<file path="config.mk">
export PLATFORM = sky130hd
export DESIGN_NAME = serial_deframer
export DESIGN_NICKNAME = d
export VERILOG_FILES = /design/src/rtl/serial_deframer.sv
export SDC_FILE = /design/constraint.sdc
export NUM_CORES = 1
export LEC_CHECK = 0
export BUFFER_PORTS_ARGS = -buffer_cell sky130_fd_sc_hd__buf_2
export CAP_MARGIN = 20
export CELL_PAD_IN_SITES_DETAIL_PLACEMENT = 0
export CELL_PAD_IN_SITES_GLOBAL_PLACEMENT = 1
export CORE_MARGIN = 2
export CORE_UTILIZATION = 44
export DETAILED_ROUTE_END_ITERATION = 7
export GPL_ROUTABILITY_DRIVEN = 1
export MAX_ROUTING_LAYER = met4
export PLACE_DENSITY_LB_ADDON = 0.05
export SYNTH_ARGS = -nofsm -noshare
export SYNTH_HDL_FRONTEND = slang
export SYNTH_SLANG_ARGS = --single-unit
export TNS_END_PERCENT = 1
</file>
<file path="constraint.sdc">
create_clock -name clk -period 1.4 [get_ports clk]
set_clock_uncertainty 0.1 [all_clocks]
set_input_delay 0.07 -clock clk [delete_from_list [all_inputs] [get_ports clk]]
set_output_delay 0.07 -clock clk [all_outputs]
set_load 0.1 [all_outputs]
</file>
<file path="src/rtl/serial_deframer.sv">
`default_nettype none
// ============================================================================
//  Module      : serial_deframer
//  Description : Serial-to-parallel frame receiver. Consumes one bit per
//                qualified clock (start 0, DATA_WIDTH data bits LSB first,
//                optional parity bit, stop 1) and presents each word with
//                one-cycle data_valid / parity_err / frame_err pulses.
//  Revision    : 1.0 - initial release
// ============================================================================
module serial_deframer #(
    parameter int DATA_WIDTH = 8,
    parameter int PARITY_EN  = 1,
    parameter int PARITY_ODD = 0
) (
    input  logic                  clk,
    input  logic                  reset,
    input  logic                  bit_valid,
    input  logic                  serial_in,
    output logic [DATA_WIDTH-1:0] pdata_out,
    output logic                  data_valid,
    output logic                  parity_err,
    output logic                  frame_err,
    output logic                  busy
);

    localparam int CW = $clog2(DATA_WIDTH + 1);

    localparam logic [1:0] S_IDLE   = 2'd0;
    localparam logic [1:0] S_DATA   = 2'd1;
    localparam logic [1:0] S_PARITY = 2'd2;
    localparam logic [1:0] S_STOP   = 2'd3;

    localparam logic [CW-1:0] c_LAST_BIT = CW'(DATA_WIDTH - 1);
    localparam logic          c_PAR_EN   = (PARITY_EN != 0);
    localparam logic          c_PAR_ODD  = (PARITY_ODD != 0);

    logic [1:0]            state_q,   state_d;
    logic [DATA_WIDTH-1:0] shreg_q,   shreg_d;
    logic [CW-1:0]         bit_cnt_q, bit_cnt_d;
    logic                  par_bit_q, par_bit_d;
    logic [DATA_WIDTH-1:0] pdata_q,   pdata_d;
    logic                  dv_q,      dv_d;
    logic                  perr_q,    perr_d;
    logic                  ferr_q,    ferr_d;
    logic                  busy_q,    busy_d;

    // Next-state logic: only a qualified bit advances the frame; pulses default low
    always_comb begin
        state_d   = state_q;
        shreg_d   = shreg_q;
        bit_cnt_d = bit_cnt_q;
        par_bit_d = par_bit_q;
        pdata_d   = pdata_q;
        dv_d      = 1'b0;
        perr_d    = 1'b0;
        ferr_d    = 1'b0;

        if (bit_valid) begin
            case (state_q)
                S_IDLE: begin
                    // A 1 is line idle; a 0 is a start bit
                    if (!serial_in) begin
                        state_d   = S_DATA;
                        bit_cnt_d = '0;
                    end
                end
                S_DATA: begin
                    // Right shift so the first data bit ends up in the LSB
                    shreg_d   = {serial_in, shreg_q[DATA_WIDTH-1:1]};
                    bit_cnt_d = bit_cnt_q + 1'b1;
                    if (bit_cnt_q == c_LAST_BIT) begin
                        state_d = c_PAR_EN ? S_PARITY : S_STOP;
                    end
                end
                S_PARITY: begin
                    par_bit_d = serial_in;
                    state_d   = S_STOP;
                end
                S_STOP: begin
                    // A bad stop bit is never taken as the next start bit
                    state_d = S_IDLE;
                    if (serial_in) begin
                        pdata_d = shreg_q;
                        dv_d    = 1'b1;
                        perr_d  = c_PAR_EN & (^shreg_q ^ par_bit_q ^ c_PAR_ODD);
                    end else begin
                        ferr_d  = 1'b1;
                    end
                end
                default: state_d = S_IDLE;
            endcase
        end

        busy_d = (state_d != S_IDLE);
    end

    // State and output registers with asynchronous active-low clear
    always_ff @(posedge clk or negedge reset) begin
        if (!reset) begin
            state_q   <= S_IDLE;
            shreg_q   <= '0;
            bit_cnt_q <= '0;
            par_bit_q <= 1'b0;
            pdata_q   <= '0;
            dv_q      <= 1'b0;
            perr_q    <= 1'b0;
            ferr_q    <= 1'b0;
            busy_q    <= 1'b0;
        end else begin
            state_q   <= state_d;
            shreg_q   <= shreg_d;
            bit_cnt_q <= bit_cnt_d;
            par_bit_q <= par_bit_d;
            pdata_q   <= pdata_d;
            dv_q      <= dv_d;
            perr_q    <= perr_d;
            ferr_q    <= ferr_d;
            busy_q    <= busy_d;
        end
    end

    assign pdata_out  = pdata_q;
    assign data_valid = dv_q;
    assign parity_err = perr_q;
    assign frame_err  = ferr_q;
    assign busy       = busy_q;

endmodule
`default_nettype wire

</file>
# Word-level counts from Yosys, hierarchy flattened
# Index checks and enable logic that the tools add are counted.
[totals] inputBits=4 latchBits=0 out_inout_bits=12 ram_bits=0 register_bits=27 romBits=0 mem_count=0
[op_classes] n_addsub=1 n_mul=0 n_reduce_logical=8 n_bitwise=1 eq_ne=5 magnitude_cmp=0 shifts=0 n_mux=15 div_mod_pow=0
[op_table] cell="1-bit two-way mux" n=9
[op_table] cell="2-bit case mux with 4 select lines" n=1
[op_table] cell="4-bit case mux with 2 select lines" n=1
[op_table] cell="8-bit parity" n=1
[op_table] cell="2-bit two-way mux" n=3
[op_table] cell="3-bit AND reduction" n=2
[op_table] cell="4-bit by 1-bit adder with 4-bit output (second input constant)" n=1
[op_table] cell="2-bit equality test (second input constant)" n=2
[op_table] cell="4-bit by 3-bit equality test with 1-bit output (second input constant)" n=1
[op_table] cell="4-bit two-way mux" n=1
[op_table] cell="2-bit AND reduction" n=2
[op_table] cell="2-bit nonzero test" n=2
[op_table] cell="2-bit by 1-bit equality test with 1-bit output (second input constant)" n=1
[op_table] cell="2-bit zero test" n=1
[op_table] cell="2-bit != test (second input constant)" n=1
[op_table] cell="1-bit XOR" n=1

# Logic depth before layout (Yosys ltp)
# Gate-level depths: netlist of the first run.
[depth] word_depth=5 mapped_depth=5 mapped_depth_nobuf=4

# Worst setup path after synthesis of the first run
# Ideal clock, no wire load.
[synth_timing] path_type="flip-flop to flip-flop" start="register state_q[1]" end="register shreg_q[1]" path_buffers=1 period_less_slack_ps=1286 setup_ps=128 path_stages_with_launch=4 path_slack_ps=114 t_arrival_ps=1058 cell_sequence="dfrtp_1 buf_2 nand3b_4 mux2_1"
[synth_between] elab_chain_len=2
[synth_lines] item="start, declared" line="37" text="logic [1:0] state_q, state_d;"
[synth_lines] item="start signal, assigned" line="110" text="state_q <= state_d;"
[synth_lines] item="2-bit by 1-bit equality test with 1-bit output" line="59" text="case (state_q)"
[synth_lines] item="2-bit AND reduction (no line)"
[synth_lines] item="end signal, assigned" line="111" text="shreg_q <= shreg_d;"
[synth_lines] item="end, declared" line="38" text="logic [DATA_WIDTH-1:0] shreg_q, shreg_d;"
# No other way between the ends.
# A chain may end at the register's enable or synchronous reset.

# Final worst setup path of the first run
[layout_timing] start="register shreg_q[2]" end="register perr_q, in the netlist parity_err"
[layout_between] elab_chain_len=5
[layout_lines] item="8-bit parity" line="85" text="perr_d = c_PAR_EN & (^shreg_q ^ par_bit_q ^ c_PAR_ODD);"
[layout_lines] item="1-bit XOR" line="85"
[layout_lines] item="1-bit two-way mux" line="82" text="if (serial_in) begin"
[layout_lines] item="1-bit two-way mux" line="59"
[layout_lines] item="1-bit two-way mux" line="58" text="if (bit_valid) begin"
[layout_lines] item="named net perr_d" line="43" text="logic perr_q, perr_d;"
[layout_lines] item="end signal, assigned" line="116" text="perr_q <= perr_d;"
[layout_lines] item="end, declared" line="43"
# The timed path passes the listed nets, and every way through them passes these cells.

==> flow_summary.ini, run 1 <==
[clock_network]
htreeDepth = 1
path_clk_slew_ns = 0.15
clock-root-buffer = clkbuf_4
cts_made_buffers = 3
cts_tree = yes
clockBufferDepth = 2
worstSkewPairLatency_ns = 0.32
cts_sinks = 27

[setup_path]
critPathArrivalTime_ns = 1.49
crit_type = reg2reg
r2r-start = shreg_q[2]
critical_path.cell_chain = xor2_1, xnor3_1, mux2i_1
critPathCaptureType = register
worstPathRequired_ns = 1.53
cp_num_buf_inv = 0
path_max_fanout = 4
startpoint = shreg_q[2]
cpPeakStageDelay_ns = 0.44
cp-start-kind = register
cp_slowest_cell = dfrtp_1
crit_family = XOR/XNOR gates

[route]
wirelength_um = 2014
wl_per_cell_um = 12.75
vias_per_cell = 4.854
drtIter0Drc = 11
via_count = 767
drc_errors = 0
dr.pass1.iters = 4
ant_nets = 0

[floorplan]
io_pins = 16
dieArea_sq_um = 3179
initial_utilization_pct = 47.44
fp-row-count = 18
die_w_um = 56.39
dieHeight_um = 56.39
core-area_sq_um = 2545

[synth]
synth-async-reset-ratio_pct = 100.0
yosysTopAreaCellShare_pct = 55.96
synthCells = 103
netlist_top_cells_area = dfrtp_1, nand2_1, mux2_2
synth_area_sq_um = 1207
synth.area.mux_share_pct = 9.223
synth_seq_cells = 27
syn_nets = 108
yosys.area_share.simple_pct = 18.45
synth_warnings = 0
synth_top_family_by_area = simple AND/OR/NAND/NOR gates
synthFlopType = dfrtp_1
synth_most_common_cell = nand2_1
synth_edf_count = 0
synth-compound-area-share_pct = 6.943
yosysTopAreaCell = dfrtp_1
synth_commonest_cells = nand2_1, dfrtp_1, mux2_2, a22o_1, o21ai_0
synth_xor_area_share_pct = 5.907
netlist-cell-type-count = 28
synth_fa_ha_area_share_pct = 1.036
syn_avg_cell_area_sq_um = 11.72
synth.yosys.seq_area_share_pct = 55.96

[cells_and_area]
fin_area_sq_um = 1408
area_growth_pct = 16.58
fin_cells = 158
nNetsFinal = 134
antenna_cells = 0
drive_above_1_share_pct = 27.34

[sta]
max_slew_margin_pct = 59.69
period_needed_ns = 1.360
fin_crit_sh_pct = 97.12
hold_viol = 0
setup_slack_ns = 0.04026
slew_viol_final = 0
finalSetupViolCount = 0
fmax_ghz = 0.7354
rsz0062_at_grt = yes
hold_ws_ns = 0.1649
tightest_slew_ns = 0.6046

[global_routing]
grt_start_max_net_pins = 28
grt_use_total_pct = 14.34
gr-total-overflow = 0
first_global_vias = 742
antenna_found_initial = 0
grt_pass1_wl_um = 3394

[placement]
place_inst = 150
gp_congestion = 0.7702
hpwl_um = 1424
postPlaceCellArea_sq_um = 1343
place_ws_ns = 0.05495
io_buffers = 15

[power_and_ir_drop]
power_density_nw_per_um2 = 2365
ir_drop_v = 0.001697
power.leakage_uw = 0.0007391

[run]
maxCapViolations = 0

[outcome]
outcome = completed

[worst_hold_path]
hp-class = in2async
[kinds of logic after synthesis]
| kind of cell | Yosys count |
|---|---|
| and+or+nand+nor | 41 |
| DFF | 27 |
| AOI/OAI and AO/OA | 12 |
| muxes | 10 |
| buffers and inverters | 7 |
| xor gates and xnor gates | 5 |
| adders and majority gates | 1 |
[layout make-up]
| cell class | count | area (sq um) |
|---|---|---|
| Clock buffer | 3 | 22.52 |
| Sequential cell | 27 | 675.6 |
| Inverter | 4 | 15.01 |
| Clock inverter | 1 | 5.005 |
| Multi-Input combinational cell | 69 | 501.7 |
| Tap cell | 30 | 37.54 |
| Fill cell | 226 | 1137 |
| Timing Repair Buffer | 24 | 150.1 |
[worst reg2reg max path: cells and delay by family, from the launching register on]
kind | cells | cell delay (ns)
mux | 1 | 0.13
flops | 1 | 0.44
xor+xnor | 2 | 0.60
[power breakdown]
part | internal (uW) | switching, uW | total [uW]
combinational | 675 | 999 | 1670
sequential | 1060 | 257 | 1320
clock | 107 | 233 | 340
[sequential cells by signal, indices dropped and copies added, names as in the netlist]
| name | count |
|---|---|
| bit_cnt_q | 4 |
| par_bit_q | 1 |
| frame_err | 1 |
| pdata_out | 8 |
| parity_err | 1 |
| busy | 1 |
| state_q | 2 |
| shreg_q | 8 |
| data_valid | 1 |
[per-layer routing]
layer	part of all wire [%]	vias to the layer above	global-route usage, %
li1	-	401	-
met1	49	355	17.26
met2	48	9	23.53
met3	2.4	2	2.765
met4	0.74	0	6.122
met5	0	-	-
[placed cells by master, fill, tap and decap left out, drive strengths merged, types with 2 or more instances in the layout]
master | netlist | final
inv | 3 | 3
dfrtp | 27 | 27
dlygate4sd3 | 0 | 3
clkbuf | 0 | 3
buf | 3 | 21
xnor3 | 2 | 2
clkinv | 1 | 2
nor3b | 2 | 2
nand3b | 2 | 2
o21ai | 5 | 5
mux2 | 9 | 9
nand2 | 29 | 29
nor2b | 2 | 2
a22o | 4 | 4
xnor2 | 2 | 2
[stage by stage]
step                      total power [uW]  util [%]   TNS, ns
final                                 3330     55.31         0
after global routing                  3524     55.31  -0.01368
after CTS                             3346     55.01         0
after detailed placement              2997     52.75         0
after global placement                2971     52.75         0
after floorplan                       2691         -         0
[worst paths after layout]
path	to	slack, ns	depth (start not counted)
max	parity_err	0.04	3
min	pdata_out[1]	0.16	2
max reg2reg	parity_err	0.04	3
min reg2reg	pdata_out[4]	0.39	2
max in group asynchronous	shreg_q[4]	0.64	2
min in group clk	pdata_out[4]	0.39	2
[timing repair]
| item | CTS | global route |
|---|---|---|
| hold buffers | 3 | 0 |
| buffers inserted | 0 | 1 |
| endpoints found under the setup margin | 0 | 3 |
| endpoints found under the hold margin | 30 | 0 |
| gates resized for setup | 0 | 1 |
Note: power is estimated with default switching activity, not from simulation.
==> inputs of run 2 (changes only) <==
--- a/config.mk
+++ b/config.mk
@@ -8,3 +8,2 @@
 export BUFFER_PORTS_ARGS = -buffer_cell sky130_fd_sc_hd__buf_2
-export CAP_MARGIN = 20
 export CELL_PAD_IN_SITES_DETAIL_PLACEMENT = 0
@@ -15,2 +14,3 @@
 export GPL_ROUTABILITY_DRIVEN = 1
+export GPL_TIMING_DRIVEN = 0
 export MAX_ROUTING_LAYER = met4
--- a/constraint.sdc
+++ b/constraint.sdc
@@ -4,2 +4,2 @@
 set_output_delay 0.07 -clock clk [all_outputs]
-set_load 0.1 [all_outputs]
+set_load 0.01 [all_outputs]
==> run 2 against run 1 <==
Critical endpoint unchanged; critical path depth did not move; flip-flop and latch count unchanged; largest cell class unchanged; highest routed layer unchanged; cell count decreased by 1.9%; first-iteration DRC count fell by 18%; utilization down 0.44 points; critical path type unchanged; die area unchanged; clock power fell by 3%.
==> flow_summary.ini, run 2 (same netlist as run 1, synthesis figures left out) <==
[clock_network]
clockBufferDepth = 2
path_clk_slew_ns = 0.14
clock-root-buffer = clkbuf_4
postCtsSetupBuffers = 0
worstSkewPairLatency_ns = 0.31
cts_sinks = 27
cts_tree = yes
htreeDepth = 1
cts_made_buffers = 3

[floorplan]
io_pins = 16
dieArea_sq_um = 3179
fp-row-count = 18
initial_utilization_pct = 47.44
dieHeight_um = 56.39
die_w_um = 56.39
core-area_sq_um = 2545

[route]
drtIter0Drc = 9
wl_per_cell_um = 12.97
vias_per_cell = 4.955
ant_nets = 0
via_count = 768
dr.pass1.iters = 3
drc_errors = 0
wirelength_um = 2011

[setup_path]
critPathCaptureType = register
crit_type = reg2reg
path_max_fanout = 4
critPathArrivalTime_ns = 1.48
cp-start-kind = register
worstPathRequired_ns = 1.52

[global_routing]
first_global_vias = 760
grt_use_total_pct = 13.36
gr-total-overflow = 0
grt_pass1_wl_um = 3256
antenna_found_initial = 0
grt_start_max_net_pins = 28

[sta]
hold_viol = 0
rsz0062_at_grt = yes
fin_crit_sh_pct = 97.36
max_slew_margin_pct = 60.32
finalSetupViolCount = 0
setup_slack_ns = 0.03693
period_needed_ns = 1.363
tightest_slew_ns = 0.5952
slew_viol_final = 0
fmax_ghz = 0.7336

[worst_hold_path]
hp-class = in2reg

[run]
maxCapViolations = 0

[power_and_ir_drop]
power_density_nw_per_um2 = 1950
total_power_uw = 2723
ir_drop_v = 0.001145
power.leakage_uw = 0.0007340

[placement]
hpwl_um = 1361
place_inst = 148
gp_congestion = 0.6836
io_buffers = 15
place_ws_ns = -0.07917

[cells_and_area]
area_growth_pct = 15.65
fin_cells = 155
nNetsFinal = 131
layout_common_cells = nand2_1, dfrtp_1, buf_2
final_common_cell = nand2_1
antenna_cells = 0
fill_cells = 233
drive_above_1_share_pct = 26.40

[outcome]
outcome = completed
[run 2: worst paths after layout]
path                               from           end  slack, ns  depth (start not counted)
min                           bit_valid  bit_cnt_q[2]       0.07                          4
max reg2reg                  shreg_q[2]    parity_err       0.04                          3
max in group asynchronous         reset  pdata_out[3]       0.64                          2
max                          shreg_q[2]    parity_err       0.04                          3
min in group asynchronous         reset  pdata_out[1]       0.17                          2
min reg2reg                pdata_out[6]  pdata_out[6]       0.38                          2
[run 2: metrics by stage]
stage,hold slack (ns),TNS [ns],utilization [%],area [sq um]
after floorplan,-0.3256,0,-,1207
final,0.07247,0,54.87,1396
after detailed placement,0.01413,-0.6025,51.87,1320
after global routing,0.08488,-0.04004,54.87,1396
after global placement,0.007022,-0.4874,51.87,1320
after CTS,0.05662,0,53.93,1373
[run 2: cell type report]
class / count / area (sq um) / share of cell area [%]
multi-input combinational: 70 / 521.8 / 37.37
buffer: 3 / 23.77 / 1.703
timing repair buffer: 17 / 95.09 / 6.810
clock buffer: 4 / 26.28 / 1.882
inverter: 4 / 16.27 / 1.165
tap: 30 / 37.54 / 2.688
sequential: 27 / 675.6 / 48.39
[run 2: worst max-delay path, stage by stage, from the launching register on]
cell and delay (ns):
dfrtp_1 0.44, xor2_1 0.17, xnor3_1 0.43, mux2i_1 0.13
[run 2: per-layer routing]
metal | track usage, % | vias up | share of wire [%]
li1 | - | 396 | -
met2 | 22.86 | 9 | 50
met1 | 15.83 | 361 | 47
met3 | 2.074 | 2 | 2.5
met5 | - | - | 0
met4 | 5.102 | 0 | 0.50
[run 2: timing repair]
action                     4_1_cts  5_1_grt
hold endpoints to repair        29        0
cloned                           0        1
hold buffers                     2        0
resized for setup                3        3
pin swaps                        0        1
setup endpoints to repair       18       16
[run 2: power by group]
group | switching [uW] | leakage [uW] | internal (uW)
clock | 220 | 0.0000150 | 111
sequential | 226 | 0.000346 | 1060
combinational | 449 | 0.000373 | 657
total | 895 | 0.000734 | 1830
==> inputs of run 3 (changes only) <==
--- a/config.mk
+++ b/config.mk
@@ -20,2 +20,2 @@
 export SYNTH_SLANG_ARGS = --single-unit
-export TNS_END_PERCENT = 1
+export TNS_END_PERCENT = 10
==> constraint.sdc (replaced) <==
create_clock -name clk -period 1.4 [get_ports clk]
set_clock_uncertainty 0.1 [all_clocks]
set_input_delay 0.35 -clock clk [delete_from_list [all_inputs] [get_ports clk]]
set_output_delay 0.35 -clock clk [all_outputs]
set_load 0.01 [all_outputs]
==> run 3 against run 2 <==
Global-route usage increased by 0.050 points; register-to-register slack about the same; routed wire length decreased by 0.45%; worst hold slack improved by 0.074 ns; count of clock-buffer cells in the layout unchanged; die area unchanged; cell count decreased by 0.65%; largest power group unchanged; first-iteration DRC count decreased by 11%; setup slack about the same.
==> flow_summary.ini, run 3 (same netlist as run 1, synthesis figures left out) <==
[outcome]
outcome = completed

[route]
ant_nets = 0
wirelength_um = 2002
wl_per_cell_um = 13.00
drtIter0Drc = 8
dr.pass1.iters = 4
drc_errors = 0
via_count = 768
vias_per_cell = 4.987

[global_routing]
grt_pass1_wl_um = 3270
first_global_vias = 761
gr-total-overflow = 0
grt_start_max_net_pins = 28
antenna_found_initial = 0
grt_use_total_pct = 13.41

[setup_path]
cp-start-kind = register
r2r-start = shreg_q[2]
startpoint = shreg_q[2]
worstPathRequired_ns = 1.52
critPathCaptureType = register
path_max_fanout = 4
crit_type = reg2reg
reg2regPathDepth = 3
critPathArrivalTime_ns = 1.48

[clock_network]
cts_tree = yes
clockBufferDepth = 2
htreeDepth = 1
clock-root-buffer = clkbuf_4
worstSkewPairLatency_ns = 0.31
path_clk_slew_ns = 0.14
postCtsSetupBuffers = 0
cts_made_buffers = 3
cts_sinks = 27

[cells_and_area]
fill_cells = 233
layout_common_cells = nand2_1, dfrtp_1, buf_2
antenna_cells = 0
nNetsFinal = 130
regArea_sq_um = 675.6
final_common_cell = nand2_1
fin_area_sq_um = 1386
area_growth_pct = 14.82
drive_above_1_share_pct = 26.61
multiInputGateArea_sq_um = 521.8

[floorplan]
die_w_um = 56.39
core-area_sq_um = 2545
initial_utilization_pct = 47.44
dieArea_sq_um = 3179
dieHeight_um = 56.39
fp-row-count = 18
io_pins = 16

[sta]
fin_setup_tns_ns = 0
finalSetupViolCount = 0
max_slew_margin_pct = 60.48
fmax_ghz = 0.7336
hold_viol = 0
rsz0062_at_grt = yes
fin_crit_sh_pct = 97.37
slew_viol_final = 0
tightest_slew_ns = 0.5929
hold_ws_ns = 0.1469
period_needed_ns = 1.363

[power_and_ir_drop]
seq_power_share_pct = 47.2
p_clk_share_pct = 12.2
switching_share_pct = 32.85
power_density_nw_per_um2 = 1962
power.leakage_uw = 0.0007299
intPower_uw = 1826
pwr-share-comb_pct = 40.6
ir_drop_v = 0.001143
switchingPower_uw = 893.2

[worst_hold_path]
worstHoldStart = serial_in
hp-class = in2reg
holdPathStages = 2

[placement]
postPlaceCellArea_sq_um = 1320
gp_congestion = 0.6836
hpwl_um = 1361
io_buffers = 15

[run]
maxCapViolations = 0
[run 3: cell count changes in the layout (fill, tap and decap cells not counted), sizes merged]
cell,delta
dlygate4sd3,-1
[run 3: worst max-delay path: stages (launching register included)]
cell and delay, ns:
dfrtp_1 0.44, xor2_1 0.17, xnor3_1 0.43, mux2i_1 0.13
[run 3: per-stage QoR]
stage | std cells | setup WS [ns] | power [uW] | util [%]
after floorplan | 103 | 0.1105 | 2115 | -
after detailed placement | 148 | -0.1715 | 2377 | 51.87
after global routing | 154 | -0.04004 | 2931 | 54.47
final | 154 | 0.03684 | 2719 | 54.47
after CTS | 153 | 0.003336 | 2727 | 53.54
after global placement | 148 | -0.1549 | 2344 | 51.87
[run 3: cell type report]
class | instances | share of cell area [%]
buffer | 3 | 1.715
clock buffer | 4 | 1.895
inverter | 4 | 1.173
multi-input combinational | 70 | 37.64
sequential | 27 | 48.74
tap | 30 | 2.708
timing repair buffer | 16 | 6.137
[run 3: layer usage]
metal	global-route usage (%)	share of wire [%]	vias to the layer above	wire [um]
li1	-	-	394	-
met1	15.98	46	361	925
met2	22.86	51	11	1014
met3	2.074	2.5	2	51
met4	5.102	0.50	0	10
met5	-	0	-	0
[run 3: timing repair]
item	4_1_cts	5_1_grt
pin swaps	0	1
hold buffers	1	0
gates resized for setup	3	3
hold endpoints to repair	27	0
setup endpoints to repair	18	16
gates cloned	0	1
[run 3: power groups by stage]
stage	combinational [uW]	clock (uW)	sequential (uW)
2_1_floorplan	812	0	1300
3_3_place_gp	1050	0	1300
3_5_place_dp	1070	0	1310
4_1_cts	1090	349	1290
5_1_grt	1220	381	1330
6_report	1100	331	1280
[run 3: worst paths after layout]
path	endpoint	slack, ns
min	frame_err	0.15
min in group asynchronous	pdata_out[1]	0.45
max in group asynchronous	pdata_out[7]	0.37
max reg2reg	parity_err	0.04
min reg2reg	pdata_out[6]	0.38
max	parity_err	0.04
